File: config.mk
export PLATFORM = sky130hd
export DESIGN_NAME = fetch_stage
export DESIGN_NICKNAME = d
export VERILOG_FILES = /design/src/rtl/fetch_stage.sv
export SDC_FILE = /design/constraint.sdc
export NUM_CORES = 1
export LEC_CHECK = 0
export ABC_AREA = 1
export CORE_UTILIZATION = 25
export CTS_CLUSTER_SIZE = 12
export DETAILED_ROUTE_END_ITERATION = 10
export SLEW_MARGIN = 0
export SYNTH_ARGS = -nofsm -noshare
export SYNTH_HDL_FRONTEND = slang
export SYNTH_SLANG_ARGS = --single-unit
File: constraint.sdc
create_clock -name clk -period 3.5 [get_ports clk]
set_clock_uncertainty 0.15 [all_clocks]
set_input_delay 0.7 -clock clk [delete_from_list [all_inputs] [get_ports clk]]
set_output_delay 0.7 -clock clk [all_outputs]
set_load 0.02 [all_outputs]
File: src/rtl/fetch_stage.sv
// Instruction-fetch stage: issues req/ack reads at pc_in, fills the IF/ID register,
// and steers ProgramCounter through pc_write/pc_next, including deferred redirects.
module fetch_stage #(
  parameter logic [31:0] RESET_PC = 32'h0000_0000
) (
  input  logic        clk,
  input  logic        rst,
  input  logic [31:0] pc_in,
  output logic        pc_write,
  output logic [31:0] pc_next,
  input  logic        redirect,
  input  logic [31:0] redirect_target,
  output logic        imem_req,
  output logic [31:0] imem_addr,
  input  logic        imem_ack,
  input  logic [31:0] imem_rdata,
  input  logic        id_stall,
  output logic        id_valid,
  output logic [31:0] id_instr,
  output logic [31:0] id_pc,
  output logic [31:0] id_pc_plus4
);
  typedef enum logic [1:0] {IDLE, REQ, HOLD} state_t;

  typedef struct packed {
    logic        valid;
    logic [31:0] instr;
    logic [31:0] pc;
    logic [31:0] pc_plus4;
  } ifid_t;

  state_t      state;
  ifid_t       ifid;
  logic [31:0] hold_buf;
  logic [31:0] redir_tgt;
  logic        redir_pending;

  logic [31:0] pc_plus4;
  logic        slot_free;
  logic        discard;

  assign pc_plus4  = pc_in + 32'd4;
  assign slot_free = !ifid.valid || !id_stall;
  assign discard   = redir_pending || redirect;
  assign imem_addr = {pc_in[31:2], 2'b00};

  assign id_valid    = ifid.valid;
  assign id_instr    = ifid.instr;
  assign id_pc       = ifid.pc;
  assign id_pc_plus4 = ifid.pc_plus4;

  always_comb begin
    pc_write = 1'b0;
    pc_next  = pc_plus4;
    imem_req = 1'b0;
    if (!rst) begin
      pc_next = RESET_PC;
    end else begin
      case (state)
        IDLE: if (redirect) begin
          pc_write = 1'b1;
          pc_next  = redirect_target;
        end
        // pc_in must stay put while a read is in flight, so redirects here are deferred
        REQ: begin
          imem_req = 1'b1;
          if (imem_ack) begin
            if (discard) begin
              pc_write = 1'b1;
              pc_next  = redirect ? redirect_target : redir_tgt;
            end else if (slot_free) begin
              pc_write = 1'b1;
            end
          end
        end
        HOLD: if (redirect) begin
          pc_write = 1'b1;
          pc_next  = redirect_target;
        end else if (!id_stall) begin
          pc_write = 1'b1;
        end
        default: ;
      endcase
    end
  end

  always_ff @(posedge clk) begin
    if (!rst) begin
      state         <= IDLE;
      redir_pending <= 1'b0;
      redir_tgt     <= RESET_PC;
      hold_buf      <= 32'h0;
      ifid          <= '{valid: 1'b0, instr: 32'h0, pc: RESET_PC, pc_plus4: RESET_PC + 32'd4};
    end else begin
      // ID took the instruction; leave a bubble unless something new is loaded below
      if (ifid.valid && !id_stall) ifid.valid <= 1'b0;
      case (state)
        IDLE: begin
          state <= REQ;
          if (redirect) ifid.valid <= 1'b0;
        end
        REQ: begin
          if (imem_ack) begin
            if (discard) begin
              redir_pending <= 1'b0;
              ifid.valid    <= 1'b0;
            end else if (slot_free) begin
              ifid <= '{valid: 1'b1, instr: imem_rdata, pc: pc_in, pc_plus4: pc_plus4};
            end else begin
              hold_buf <= imem_rdata;
              state    <= HOLD;
            end
          end else if (redirect) begin
            redir_pending <= 1'b1;
            redir_tgt     <= redirect_target;
            ifid.valid    <= 1'b0;
          end
        end
        HOLD: begin
          if (redirect) begin
            ifid.valid <= 1'b0;
            state      <= REQ;
          end else if (!id_stall) begin
            ifid  <= '{valid: 1'b1, instr: hold_buf, pc: pc_in, pc_plus4: pc_plus4};
            state <= REQ;
          end
        end
        default: state <= IDLE;
      endcase
    end
  end
endmodule

==> results of run 1 <==
## flip-flops by register name (all words and copies together), names as in the netlist
name           cells
hold_buf          32
state              2
id_pc_plus4       30
redir_tgt         32
id_pc             32
id_valid           1
id_instr          32
redir_pending      1
## kinds of logic after synthesis
family          count (synthesis)  share of synthesized area [%]
fa+ha+maj                       1                          0.145
simple gates                  570                           26.0
buf+inv                       242                           13.0
other cells                     1                         0.0434
compound gates                376                           22.5
flops                         162                           37.5
xor+xnor                        7                          0.709
## cells in the mapped netlist
library cell | count | area (um2)
dfxtp_1 | 162 | 3240
nand2_1 | 332 | 1250
o21ai_0 | 136 | 681
o21a_1 | 2 | 15.0
o211ai_1 | 1 | 7.51
inv_1 | 120 | 450
nand3b_1 | 1 | 7.51
a31oi_1 | 3 | 18.8
o41ai_1 | 1 | 8.76
nor2_4 | 1 | 11.3
a21boi_0 | 1 | 7.51
xor2_1 | 3 | 26.3
a21oi_2 | 1 | 8.76
buf_4 | 43 | 323
buf_6 | 5 | 56.3
o22ai_1 | 23 | 144
buf_1 | 4 | 15.0
conb_1 | 1 | 3.75
nor2_2 | 1 | 6.26
buf_2 | 16 | 80.1
o21bai_1 | 5 | 37.5
inv_2 | 5 | 18.8
nor2_1 | 167 | 627
ha_1 | 1 | 12.5
nand2_2 | 4 | 25.0
xnor2_1 | 4 | 35.0
nand4_1 | 3 | 18.8
o21ai_1 | 2 | 10.0
clkbuf_1 | 48 | 180
a21oi_1 | 200 | 1000
o2111ai_1 | 1 | 8.76
nor3_1 | 1 | 5.00
clkinv_1 | 1 | 3.75
nand3_1 | 60 | 300
## where the power goes
group	switching (mW)	total [mW]	internal (mW)	leakage, nW
Sequential	0.0602	2.02	1.96	1.32
Combinational	0.765	1.35	0.582	4.06
Clock	0.899	1.97	1.08	0.291
## worst paths after layout
| check | start | endpoint | depth (start not counted) |
|---|---|---|---|
| worst max-delay path | pc_in[7] | pc_next[25] | 13 |
| worst min-delay path | hold_buf[30]$_SDFFE_PN0P_ | hold_buf[30]$_SDFFE_PN0P_ | 2 |
| worst max register to register | state[1]$_SDFFE_PN0P_ | hold_buf[20]$_SDFFE_PN0P_ | 10 |
| worst min register to register | hold_buf[30]$_SDFFE_PN0P_ | hold_buf[30]$_SDFFE_PN0P_ | 2 |
## metrics by stage
step           util [%]  area [um2]  hold slack, ns  power [mW]  setup TNS (ns)
2_1_floorplan         -        8650           0.274        2.75               0
3_3_place_gp       36.5       12300           0.289        3.41          -12.52
3_5_place_dp       36.5       12300           0.295        3.42          -12.95
4_1_cts            38.4       13000           0.306        5.40        -0.00910
5_1_grt            38.6       13000           0.321        5.58          -0.270
6_report           38.6       13000           0.304        5.34               0
## layout make-up
class	count	area (um2)
well taps	448	561
clock buffers	18	429
diodes	2	5.00
fillers	3596	20700
clock inverters	14	165
multi-input cells	956	4450
repair buffers	404	3710
flip-flops and latches	162	3240
inverters	126	475
## per-layer routing
layer	wire (um)	GRT usage, %	vias up
li1	-	-	4979
met1	15100	24.4	4555
met2	15500	29.9	364
met3	2420	4.64	42
met4	807	7.72	2
met5	10	0	-
## worst min-delay path: stages, from the launching register on
cell and delay, ns:
dfxtp_1 0.30, inv_1 0.06, a21oi_1 0.05
## what timing repair did
action	in CTS	in global routing
pin swaps	2	3
endpoints found under the setup margin	29	30
buffers inserted	0	2
gates resized for setup	104	65
==> flow_summary.ini, run 1 <==
[clock_tree]
cts_sinks = 162
path_clk_slew_ns = 0.07
cts_root_buffer = clkbuf_16
cts.hold.buffers_added = 0
cts_max_level = 4
cts_buffers = 17
clock_latency_ns = 0.45
cts_tree = yes
clockBufferDepth = 2

[route]
drc = 0
drt_first_pass_iters = 4
avgViaCountPerCell = 4.67
wire_per_inst_um = 15.9
wirelength_mm = 33.9
antenna_left = 0
first_iter_violations = 580
num_vias = 9942

[sta]
finalSetupViolations = 0
slew_viol_final = 0
max_clock_freq_mhz = 290
relSlewSlack_pct = 61.4
rsz0062_at_grt = yes
period_minus_slack_ns = 3.45
setup_slack_ns = 0.0515
final_min_period_over_clock_period_pct = 98.5
tightest_slew_ns = 0.579
finalHoldViolCount = 0

[synth]
ys_warn_count = 0
synthDistinctLibCells = 34
netlist_instances = 1359
ys_seq_area_share_pct = 37.5
syn_area_um2 = 8640
avgSynthCellArea_um2 = 6.36
ys_seq_elements = 162

[critical_path]
cp-start-kind = input port
crit_top_cell = nand2_1
cpPeakStageDelay_ns = 0.46
crit_buf_inv = 4
worstPathCellList = clkdlybuf4s50_1 > buf_4 > nand2_2 > nor2_2 > nand2_4 > inv_1 > nand2_1 > nand2_1 > nand2_1 > nand2_1 > nand2_1 > nor2_1 > clkdlybuf4s15_2
worstSetupPathType = in2out
crit_arrival_ns = 2.60
crit_fanout = 6
cp-end-kind = output port
rrSetupSlack_ns = 1.26
critical-path-top-delay-family = buffers and inverters
cp_slowest_cell = clkdlybuf4s50_1
cp_data_required_time_ns = 2.65

[global_route]
grt_max_degree = 96
track_usage_pct = 18.9
grt_pass1_wl_mm = 51.7
antenna_found_initial = 3
grt_pass1_vias = 9327
grt.overflow.total = 0

[die]
die_w_um = 188
core_area_um2 = 33800
start_util_pct = 25.6
dieHeight_um = 188
fp-row-count = 67
dieArea_um2 = 35300
ios = 264

[power]
power_leakage_nw = 5.67
ir_drop_uv = 356
power.density_nw_per_um2 = 410

[placed_design]
dp_cells = 2094
numPortBuffers = 261
gp_congestion = 0.874
hpwl_mm = 24.4
pre_cts_ws_ns = -0.622

[layout]
fin_cells = 2130
fin_nets = 1769
area_growth_pct = 50.8
drive_above_1_share_pct = 15.1
final_cell_mix = nand2_1, clkdlybuf4s50_1, a21oi_1
layout_commonest_cell = nand2_1

[run]
drv_cap = 0

[run_status]
status = finished, final reports clean

[min_path]
hold_path.class = reg2reg
Power figures use the tool's default switching activity.
==> inputs of run 2 (changes only) <==
--- a/config.mk
+++ b/config.mk
@@ -6,9 +6,11 @@
 export NUM_CORES = 1
 export LEC_CHECK = 0
 export ABC_AREA = 1
+export ABC_CLOCK_PERIOD_IN_PS = 3500
 export CORE_UTILIZATION = 25
 export CTS_CLUSTER_SIZE = 12
 export DETAILED_ROUTE_END_ITERATION = 10
+export GPL_TIMING_DRIVEN = 1
 export SLEW_MARGIN = 0
 export SYNTH_ARGS = -nofsm -noshare
 export SYNTH_HDL_FRONTEND = slang
==> results of run 2 <==
Same layout as run 1: the final DEF is identical, and so are final timing and power.
==> inputs of run 3 (changes only) <==
--- a/config.mk
+++ b/config.mk
@@ -6,11 +6,13 @@
 export NUM_CORES = 1
 export LEC_CHECK = 0
 export ABC_AREA = 1
-export ABC_CLOCK_PERIOD_IN_PS = 3500
-export CORE_UTILIZATION = 25
+export ABC_CLOCK_PERIOD_IN_PS = 3350
+export CORE_UTILIZATION = 60
 export CTS_CLUSTER_SIZE = 12
 export DETAILED_ROUTE_END_ITERATION = 10
+export DONT_BUFFER_PORTS = 1
 export GPL_TIMING_DRIVEN = 1
+export PLACE_DENSITY = 0.76
 export SLEW_MARGIN = 0
 export SYNTH_ARGS = -nofsm -noshare
 export SYNTH_HDL_FRONTEND = slang
==> constraint.sdc (replaced) <==
create_clock -name clk -period 3.35 [get_ports clk]
set_clock_uncertainty 0.15 [all_clocks]
set_input_delay 0.67 -clock clk [delete_from_list [all_inputs] [get_ports clk]]
set_output_delay 0.67 -clock clk [all_outputs]
set_load 0.02 [all_outputs]
==> run 3 against run 2 <==
  * Final area fell by 30%
  * Largest cell class unchanged
  * Combinational power fell by 47%
  * Clock-buffer cell count rose by 2
  * Setup slack improved by 0.20 ns
  * Global-route usage rose by 15 points
  * Routed wire length fell by 24%
==> flow_summary.ini, run 3 (synthesized netlist as in run 1, its figures left out) <==
[sta]
rsz0062_at_grt = no
period_minus_slack_ns = 3.10
final_min_period_over_clock_period_pct = 92.5
finalHoldViolCount = 0
relSlewSlack_pct = 36.0
setup_tns_ns = 0
tightest_slew_ns = 0.960
finalSetupViolations = 0
max_clock_freq_mhz = 323
slew_viol_final = 0

[layout]
area_growth_pct = 6.11
diodes = 0
final_cell_mix = nand2_1, a21oi_1, nor2_1
fin_cells = 1504
multi_input_area_um2 = 4290
drive_above_1_share_pct = 7.02
register_area_um2 = 3240
fin_nets = 1413
layout_commonest_cell = nand2_1
final_core_util_pct = 65.6
n_fill_cell = 1314

[min_path]
hold_path.class = in2reg
whs_path_depth = 1
min_to = id_pc_plus4[2]$_SDFFE_PN1P_
min_from = pc_in[2]

[clock_tree]
cts_root_buffer = clkbuf_16
postCtsSetupRepairBufs = 0
cts_tree = yes
cts_buffers = 17
clock_latency_ns = 0.42
cts_resized = 0
path_clk_slew_ns = 0.07
clockBufferDepth = 2
cts_sinks = 162
cts.hold.buffers_added = 0
cts_max_level = 4

[die]
ios = 264
core_area_um2 = 14000
dieHeight_um = 122
die_w_um = 122
dieArea_um2 = 14900
fp-row-count = 43
start_util_pct = 61.8

[critical_path]
reg2reg_to = id_pc_plus4[23]$_SDFFE_PN0P_
timing.rr.start = state[1]$_SDFFE_PN0P_
rrSetupSlack_ns = 0.94
worstSetupPathType = in2out
cp_data_required_time_ns = 2.53
cp-start-kind = input port
ff2ff_path_depth = 9
crit_fanout = 8
crit_arrival_ns = 2.28
cp-end-kind = output port

[global_route]
antenna_found_initial = 0
grt_max_degree = 104
grt.overflow.total = 0
track_usage_pct = 34.1
grt_pass1_wl_mm = 39.1
grt_pass1_vias = 7475

[placed_design]
dp_cells = 1472
hpwl_mm = 17.8
numPortBuffers = 0
gp_congestion = 0.939

[power]
power.density_nw_per_um2 = 524
ir_drop_uv = 337
power_leakage_nw = 3.99

[route]
wirelength_mm = 25.7
num_vias = 8745
first_iter_violations = 1036
antenna_left = 0
drt_first_pass_iters = 5
avgViaCountPerCell = 5.81
drc = 0
wire_per_inst_um = 17.1

[run]
drv_cap = 0

[run_status]
status = finished, final reports clean
-- run 3: layout make-up --
type | instances | share of cell area (%)
Timing Repair Buffer | 48 | 4.20
Clock buffer | 20 | 4.98
Tap cell | 180 | 2.46
Inverter | 126 | 5.16
Multi-Input combinational cell | 956 | 46.8
Clock inverter | 12 | 1.08
Sequential cell | 162 | 35.4
-- run 3: how the worst max path moves through the flow --
stage | to | cells past startpoint | slack (ns) | startpoint
4_1_cts | pc_next[0] | 6 | 0.27 | state[0]$_SDFFE_PN0P_
3_5_place_dp | pc_next[22] | 11 | 0.29 | pc_in[2]
5_1_grt | pc_next[22] | 11 | 0.05 | pc_in[2]
6_report | pc_next[22] | 11 | 0.25 | pc_in[2]
3_3_place_gp | pc_next[22] | 11 | 0.32 | pc_in[2]
2_1_floorplan | pc_next[18] | 9 | 0.53 | pc_in[2]
-- run 3: metrics by stage --
| step | area [um2] | hold WS (ns) | setup slack, ns | power [mW] |
|---|---|---|---|---|
| floorplan | 8650 | 0.274 | 0.534 | 2.87 |
| global placement | 8620 | 0.281 | 0.325 | 2.97 |
| CTS | 9170 | 0.207 | 0.272 | 4.81 |
| global route | 9170 | 0.210 | 0.0455 | 5.00 |
| detailed placement | 8620 | 0.286 | 0.285 | 2.98 |
| finish | 9170 | 0.221 | 0.253 | 4.80 |
-- run 3: power breakdown --
group	internal (mW)	leakage, nW	switching (mW)	total (mW)
Sequential	2.05	1.32	0.193	2.24
Clock	1.00	0.279	0.845	1.85
Combinational	0.244	2.39	0.468	0.712
-- run 3: worst max-delay path, stage by stage --
cell and delay [ns]:
ha_1 0.19, inv_1 0.07, nor2_1 0.28, nand2_1 0.21
nor2_1 0.20, nand2_1 0.08, nand2_1 0.06, nand2_1 0.12
o21ai_0 0.17, nor2_1 0.06, buf_4 0.15
-- run 3: layer usage --
metal  up-vias  track usage (%)  routed length [um]
met3        48             12.5                3370
met1      3904             45.8               10600
met4         0             11.0                 555
li1       4266                -                   -
met2       527             50.3               11100
met5         -                0                   0
